<file path="config.mk">
export PLATFORM = sky130hd
export DESIGN_NAME = window_gather
export DESIGN_NICKNAME = d
export VERILOG_FILES = /design/src/rtl/window_gather_pkg.sv /design/src/rtl/window_gather_addr_gen.sv /design/src/rtl/window_gather.sv
export SDC_FILE = /design/constraint.sdc
export NUM_CORES = 1
export LEC_CHECK = 0
export CORE_ASPECT_RATIO = 0.8
export CORE_MARGIN = 2
export CORE_UTILIZATION = 60
export DETAILED_ROUTE_END_ITERATION = 7
export GPL_TIMING_DRIVEN = 0
export MAX_ROUTING_LAYER = met4
export PLACE_DENSITY = 0.89
export SYNTH_ARGS = -nofsm -noshare
export SYNTH_HDL_FRONTEND = slang
export SYNTH_SLANG_ARGS = --single-unit
</file>
<file path="constraint.sdc">
create_clock -name clk -period 9 [get_ports clk]
set_input_delay 2.7 -clock clk [delete_from_list [all_inputs] [get_ports clk]]
set_output_delay 2.7 -clock clk [all_outputs]
set_load 0.05 [all_outputs]
</file>
<file path="src/rtl/window_gather_pkg.sv">
// Shared types and helpers for the window gather block (window_gather, window_addr_gen).
package window_pkg;

    typedef enum logic [1:0] {
        IDLE,
        GATHER,
        OUTPUT
    } state_e;

    localparam int unsigned DefMaxK = 3;

    function automatic int unsigned lane_count(input int unsigned max_k);
        return max_k * max_k;
    endfunction

    // Lane index width; kept at least 1 bit so a 1x1 configuration still elaborates.
    function automatic int unsigned lane_idx_w(input int unsigned lanes);
        return (lanes > 1) ? $clog2(lanes) : 1;
    endfunction

    function automatic int unsigned clamp_k(input int unsigned k, input int unsigned max_k);
        return (k == 0 || k > max_k) ? max_k : k;
    endfunction

endpackage

</file>
<file path="src/rtl/window_gather_addr_gen.sv">
// Row/column walker for a KxK window: issues one buffer address per cycle in row-major order.
module window_addr_gen
    import window_pkg::*;
#(
    parameter int unsigned MaxK      = DefMaxK,
    parameter int unsigned AddrWidth = 6,
    parameter int unsigned KWidth    = $clog2(MaxK + 1),
    parameter int unsigned LaneW     = lane_idx_w(lane_count(MaxK))
) (
    input  logic                 clk,
    input  logic                 rst,
    input  logic                 start,
    input  logic [AddrWidth-1:0] start_addr,
    input  logic [AddrWidth-1:0] row_stride,
    input  logic [KWidth-1:0]    k_size,
    output logic [AddrWidth-1:0] rd_addr,
    output logic                 rd_valid,
    output logic [LaneW-1:0]     lane_idx,
    output logic                 last_read
);

    logic                 active_q, active_d;
    logic [AddrWidth-1:0] row_base_q, row_base_d;
    logic [AddrWidth-1:0] stride_q, stride_d;
    logic [KWidth-1:0]    k_q, k_d;
    logic [KWidth-1:0]    r_q, r_d;
    logic [KWidth-1:0]    c_q, c_d;
    logic [LaneW-1:0]     lane_q, lane_d;
    logic [KWidth-1:0]    k_last;

    assign k_last    = k_q - KWidth'(1);
    assign last_read = active_q && (r_q == k_last) && (c_q == k_last);
    assign rd_addr   = row_base_q + AddrWidth'(c_q);
    assign rd_valid  = active_q;
    assign lane_idx  = lane_q;

    always_comb begin
        active_d   = active_q;
        row_base_d = row_base_q;
        stride_d   = stride_q;
        k_d        = k_q;
        r_d        = r_q;
        c_d        = c_q;
        lane_d     = lane_q;
        if (start) begin
            active_d   = 1'b1;
            row_base_d = start_addr;
            stride_d   = row_stride;
            k_d        = KWidth'(clamp_k(32'(k_size), MaxK));
            r_d        = '0;
            c_d        = '0;
            lane_d     = '0;
        end else if (active_q) begin
            lane_d = lane_q + LaneW'(1);
            if (last_read) begin
                active_d = 1'b0;
            end else if (c_q == k_last) begin
                // Row base accumulates the stride so no multiplier is needed.
                c_d        = '0;
                r_d        = r_q + KWidth'(1);
                row_base_d = row_base_q + stride_q;
            end else begin
                c_d = c_q + KWidth'(1);
            end
        end
    end

    always_ff @(posedge clk or posedge rst) begin
        if (rst) begin
            active_q   <= 1'b0;
            row_base_q <= '0;
            stride_q   <= '0;
            k_q        <= '0;
            r_q        <= '0;
            c_q        <= '0;
            lane_q     <= '0;
        end else begin
            active_q   <= active_d;
            row_base_q <= row_base_d;
            stride_q   <= stride_d;
            k_q        <= k_d;
            r_q        <= r_d;
            c_q        <= c_d;
            lane_q     <= lane_d;
        end
    end

endmodule

</file>
<file path="src/rtl/window_gather.sv">
// Local ifmap buffer plus KxK window gather into a packed lane vector with valid/ready output.
// Optional multi-window batching is enabled by defining BATCH_WINDOWS_EN.
module window_gather
    import window_pkg::*;
#(
    parameter int unsigned DataWidth = 8,
    parameter int unsigned Depth     = 64,
    parameter int unsigned MaxK      = DefMaxK,
    parameter int unsigned AddrWidth = $clog2(Depth),
    parameter int unsigned KWidth    = $clog2(MaxK + 1)
) (
    input  logic                          clk,
    input  logic                          rst,
    input  logic                          writeEn,
    input  logic [AddrWidth-1:0]          writeAddr,
    input  logic [DataWidth-1:0]          dataIn,
    input  logic                          routeStart,
    input  logic [AddrWidth-1:0]          startAddr,
    input  logic [AddrWidth-1:0]          rowStride,
    input  logic [KWidth-1:0]             kSize,
`ifdef BATCH_WINDOWS_EN
    input  logic [AddrWidth-1:0]          numWindows,
    output logic                          lastWindow,
`endif
    output logic                          busy,
    output logic                          outValid,
    input  logic                          outReady,
    output logic [MaxK*MaxK*DataWidth-1:0] dataOut
);

    localparam int unsigned Lanes = lane_count(MaxK);
    localparam int unsigned LaneW = lane_idx_w(Lanes);

    state_e               state_q, state_d;
    logic [DataWidth-1:0] mem_q [Depth];
    logic [DataWidth-1:0] rd_data_q, rd_data_d;
    logic [LaneW-1:0]     rd_lane_q, rd_lane_d;
    logic                 rd_vld_q, rd_vld_d;
    logic                 rd_last_q, rd_last_d;
    logic [DataWidth-1:0] lane_q [Lanes];
    logic [DataWidth-1:0] lane_d [Lanes];

    logic                 ag_start;
    logic [AddrWidth-1:0] ag_start_addr;
    logic [AddrWidth-1:0] ag_stride;
    logic [KWidth-1:0]    ag_k;
    logic [AddrWidth-1:0] ag_addr;
    logic                 ag_valid;
    logic [LaneW-1:0]     ag_lane;
    logic                 ag_last;

`ifdef BATCH_WINDOWS_EN
    logic [AddrWidth-1:0] base_q, base_d;
    logic [AddrWidth-1:0] stride_q, stride_d;
    logic [KWidth-1:0]    k_q, k_d;
    logic [AddrWidth-1:0] num_q, num_d;
    logic [AddrWidth-1:0] win_q, win_d;
    logic                 final_win;

    assign final_win  = (win_q == num_q - AddrWidth'(1));
    assign lastWindow = outValid && final_win;
`endif

    assign busy     = (state_q != IDLE);
    assign outValid = (state_q == OUTPUT);

    window_addr_gen #(
        .MaxK      (MaxK),
        .AddrWidth (AddrWidth),
        .KWidth    (KWidth),
        .LaneW     (LaneW)
    ) u_addr_gen (
        .clk        (clk),
        .rst        (rst),
        .start      (ag_start),
        .start_addr (ag_start_addr),
        .row_stride (ag_stride),
        .k_size     (ag_k),
        .rd_addr    (ag_addr),
        .rd_valid   (ag_valid),
        .lane_idx   (ag_lane),
        .last_read  (ag_last)
    );

    // Writes land on the same edge a start is sampled, so the first read already sees them.
    always_ff @(posedge clk) begin
        if (writeEn && !busy) begin
            mem_q[writeAddr] <= dataIn;
        end
    end

    always_comb begin
        state_d       = state_q;
        ag_start      = 1'b0;
        ag_start_addr = startAddr;
        ag_stride     = rowStride;
        ag_k          = kSize;
        rd_data_d     = mem_q[ag_addr];
        rd_lane_d     = ag_lane;
        rd_vld_d      = ag_valid;
        rd_last_d     = ag_last;
        lane_d        = lane_q;
`ifdef BATCH_WINDOWS_EN
        base_d        = base_q;
        stride_d      = stride_q;
        k_d           = k_q;
        num_d         = num_q;
        win_d         = win_q;
`endif
        if (rd_vld_q) begin
            lane_d[rd_lane_q] = rd_data_q;
        end
        case (state_q)
            IDLE: begin
                if (routeStart) begin
                    state_d  = GATHER;
                    ag_start = 1'b1;
                    for (int unsigned i = 0; i < Lanes; i++) lane_d[i] = '0;
`ifdef BATCH_WINDOWS_EN
                    base_d   = startAddr;
                    stride_d = rowStride;
                    k_d      = kSize;
                    num_d    = (numWindows == '0) ? AddrWidth'(1) : numWindows;
                    win_d    = '0;
`endif
                end
            end
            GATHER: begin
                if (rd_vld_q && rd_last_q) begin
                    state_d = OUTPUT;
                end
            end
            OUTPUT: begin
                if (outReady) begin
`ifdef BATCH_WINDOWS_EN
                    if (final_win) begin
                        state_d = IDLE;
                    end else begin
                        // Next window restarts from the captured config, not the live ports.
                        state_d       = GATHER;
                        ag_start      = 1'b1;
                        ag_start_addr = base_q + AddrWidth'(1);
                        ag_stride     = stride_q;
                        ag_k          = k_q;
                        base_d        = base_q + AddrWidth'(1);
                        win_d         = win_q + AddrWidth'(1);
                        for (int unsigned i = 0; i < Lanes; i++) lane_d[i] = '0;
                    end
`else
                    state_d = IDLE;
`endif
                end
            end
            default: state_d = IDLE;
        endcase
    end

    always_ff @(posedge clk or posedge rst) begin
        if (rst) begin
            state_q   <= IDLE;
            rd_data_q <= '0;
            rd_lane_q <= '0;
            rd_vld_q  <= 1'b0;
            rd_last_q <= 1'b0;
            for (int unsigned i = 0; i < Lanes; i++) lane_q[i] <= '0;
`ifdef BATCH_WINDOWS_EN
            base_q    <= '0;
            stride_q  <= '0;
            k_q       <= '0;
            num_q     <= '0;
            win_q     <= '0;
`endif
        end else begin
            state_q   <= state_d;
            rd_data_q <= rd_data_d;
            rd_lane_q <= rd_lane_d;
            rd_vld_q  <= rd_vld_d;
            rd_last_q <= rd_last_d;
            for (int unsigned i = 0; i < Lanes; i++) lane_q[i] <= lane_d[i];
`ifdef BATCH_WINDOWS_EN
            base_q    <= base_d;
            stride_q  <= stride_d;
            k_q       <= k_d;
            num_q     <= num_d;
            win_q     <= win_d;
`endif
        end
    end

    always_comb begin
        dataOut = '0;
        for (int unsigned j = 0; j < Lanes; j++) begin
            dataOut[j*DataWidth +: DataWidth] = lane_q[j];
        end
    end

endmodule

</file>
==> metrics <==
Post-synth ARST share=17.8%; CP arrival=~2300 ps; crit path time final=roughly 5000 ps; synth unique cells=39; most common cell after layout, fill and taps aside=edfxtp_1; measured slew at the worst slew-check pin=around 1200 ps; largest net degree at the start of global routing=65; type of the worst setup path=register to primary output; mapped cell area=~25000 um2; Site Rows=between 60 and 70; 1st-iter DRT viols=about 2000; Cells after Synth=between 1000 and 1500; clock tree buffer depth=3; Core ar.=40500 um2; P&R area growth vs syn=15.2%; # setup viols final=0; Worst VDD drop=0.310 mV; post-CTS setup buffer count=0; post-DR vias/cell=between 6 and 7; first-pass GRT wire length=88.4 mm; vias in the first global route=13400; sequential share of the synthesized area=74.0%; register bit total from synthesis=623; CTS tree=done; via count=13200; Nets=1469; Final WS setup=3970 ps; RSZ-0062 raised after global routing=false; Highest Signal Layer=met4; WP data required=approximately 6300 ps; Avg Cell Area, Syn=19.5 um2; Yosys warnings=0; Synth area leaders=edfxtp_1, mux4_2, dfrtp_1; clk sinks=a little over 600; crit end category=primary output; wire length on met1=21.8 mm; DRC viols=0; GR Overflow Total=0; Total GRT Usage=between 20% and 30%; Clock Skew=about 30 ps; final hold violation count=0; pwr/cell area=~400 nW/um2; Tcrit/Tclk final=~56%; Final ANT Viol Nets=0; DRT Pass-1 Iters=5; Slew Limit Fails=0; Max-Cap Viols=0; Die Area=approximately 43000 um2; share of cells above drive strength 1=between 10% and 20%; initial antenna violation count=2; Post-synth EDFFs=roughly 510; fillcell total=2388; WL met2=approximately 30 mm; fmax=199 MHz; ys flop type=edfxtp_1; status=completed; post-CTS sizing=0; commonest non-fill, non-tap cells in the layout=edfxtp_1, nor2_1, mux4_2, dfrtp_1, clkdlybuf4s50_1; met3 routed WL=approximately 6 mm; crit-path max FO=5; WL per Instance=between 20 and 30 um; final cell count without fillers=2019; syn_nets=1300; dpl cells=1912; CP Launch Type=register; Setup WS pre-CTS=3700 ps; io pins=about 110; relative slew slack=between 20 and 25%; Yosys top cell by area=edfxtp_1; Root Driver=clkbuf_16; CTS Buf Count=56; LEAKAGE=9.70 nW; register area=around 18000 um2; worst skew pair latency=630 ps; routability cong.=just over 0.8; Die Span Y=roughly 180 um; hpwl dp=approximately 37 mm; Hold Crit Class=register to register; top cell type's share of synthesized area=a little over three fifths; Starting Density=between 60% and 70%; area of the multi-input gates=6010 um2; Post-Route WL=59.5 mm; Die X=approximately 230 um; Hold Slack=around 380 ps; Clock transition at path regs=roughly 60 ps; H-tree levels=2; Post-CTS Hold Buffers=0; setup TNS=0 ps; port buffer count=103
[cells by family (layout without fill, tap and decap cells)]
| group | count (synthesis) | after routing | share of synthesized area [%] |
|---|---|---|---|
| AOI/OAI and AO/OA | 46 | 46 | 1.20 |
| other | 0 | 2 | 0 |
| muxes | 241 | 241 | 18.0 |
| and+or+nand+nor | 236 | 236 | 4.12 |
| adders and majority gates | 10 | 10 | 0.571 |
| buffers and inverters | 84 | 300 | 1.49 |
| xor gates and xnor gates | 17 | 17 | 0.607 |
| DFF | 623 | 623 | 74.0 |
[routing by layer]
metal  GRT usage [%]  up-vias
met1            38.9     6833
li1                -     5327
met5               -        -
met4            9.47        0
met2            48.5      886
met3            5.74      117
[area by class of cell]
cell class	count	share of cell area, %
buffer	70	1.11
clock buffer	73	5.37
sequential	623	64.2
tap	544	2.41
inverter	14	0.195
timing repair buffer	111	4.18
antenna	2	0.0177
clock inverter	32	1.25
multi-input combinational	550	21.3
[metrics by stage]
stage                     instance area (um2)  utilization (%)  power, mW
after global placement                  26200             64.9       8.35
after global routing                    28300             69.9       11.4
after floorplan                         24500                -       6.92
final                                   28300             69.9       11.1
after detailed placement                26400             65.2       8.55
after CTS                               28300             69.9       11.1
[synth_stat cells, types with 3 or more instances]
cell and instances:
nor2b_1 6, xor2_1 6, edfxtp_1 512, a31oi_1 3, nand3b_1 8, nand2b_1 6
a22oi_1 16, mux2i_1 76, buf_4 11, buf_1 10, mux4_2 160, inv_1 14
xnor2_1 11, nand2_1 30, ha_1 8, clkbuf_1 42, nand3_1 6, nor3b_1 4
a21oi_1 9, or3_1 3, o21ai_0 10, mux2_2 5, dfrtp_1 111, nor2_1 164
buf_2 7
[report_power, final]
part	internal, mW	switching, mW	total [mW]
clock	1.40	1.05	2.45
sequential	3.35	0.179	3.53
combinational	2.20	2.89	5.09
total	6.95	4.12	11.1
[worst max-delay path: stages (launching register included)]
cell             delay (ps)
dfrtp_1                 420
nor2_1                  510
inv_1                    80
clkdlybuf4s50_1         710
[path summary, 6_finish.rpt]
path	startpoint	to	slack [ps]	cells after the start
min in group asynchronous	rst	u_addr_gen.stride_q[0]$_DFFE_PP0P_	2620	2
hold / removal	u_addr_gen.rd_valid$_DFF_PP0_	rd_vld_q$_DFF_PP0_	380	0
setup reg to reg	u_addr_gen.c_q[1]$_DFFE_PP0P_	rd_data_q[4]$_DFF_PP0_	4480	9
max in group asynchronous	rst	dataOut[9]$_DFF_PP0_	5670	3
hold reg to reg	u_addr_gen.rd_valid$_DFF_PP0_	rd_vld_q$_DFF_PP0_	380	0
setup / recovery	state_q[0]$_DFFE_PP0P_	busy	3970	3
[sequential cells by signal, summed over array words and instances (netlist names)]
name and cells:
dataOut 72, u_addr_gen.row_base_q 6, state_q 2, u_addr_gen.r_q 2
rd_last_q 1, u_addr_gen.lane_idx 4, u_addr_gen.rd_valid 1, u_addr_gen.k_q 2
rd_lane_q 4, rd_data_q 8, u_addr_gen.c_q 2, rd_vld_q 1
u_addr_gen.stride_q 6, mem_q 512
Note: power is estimated with default switching activity, not from simulation.
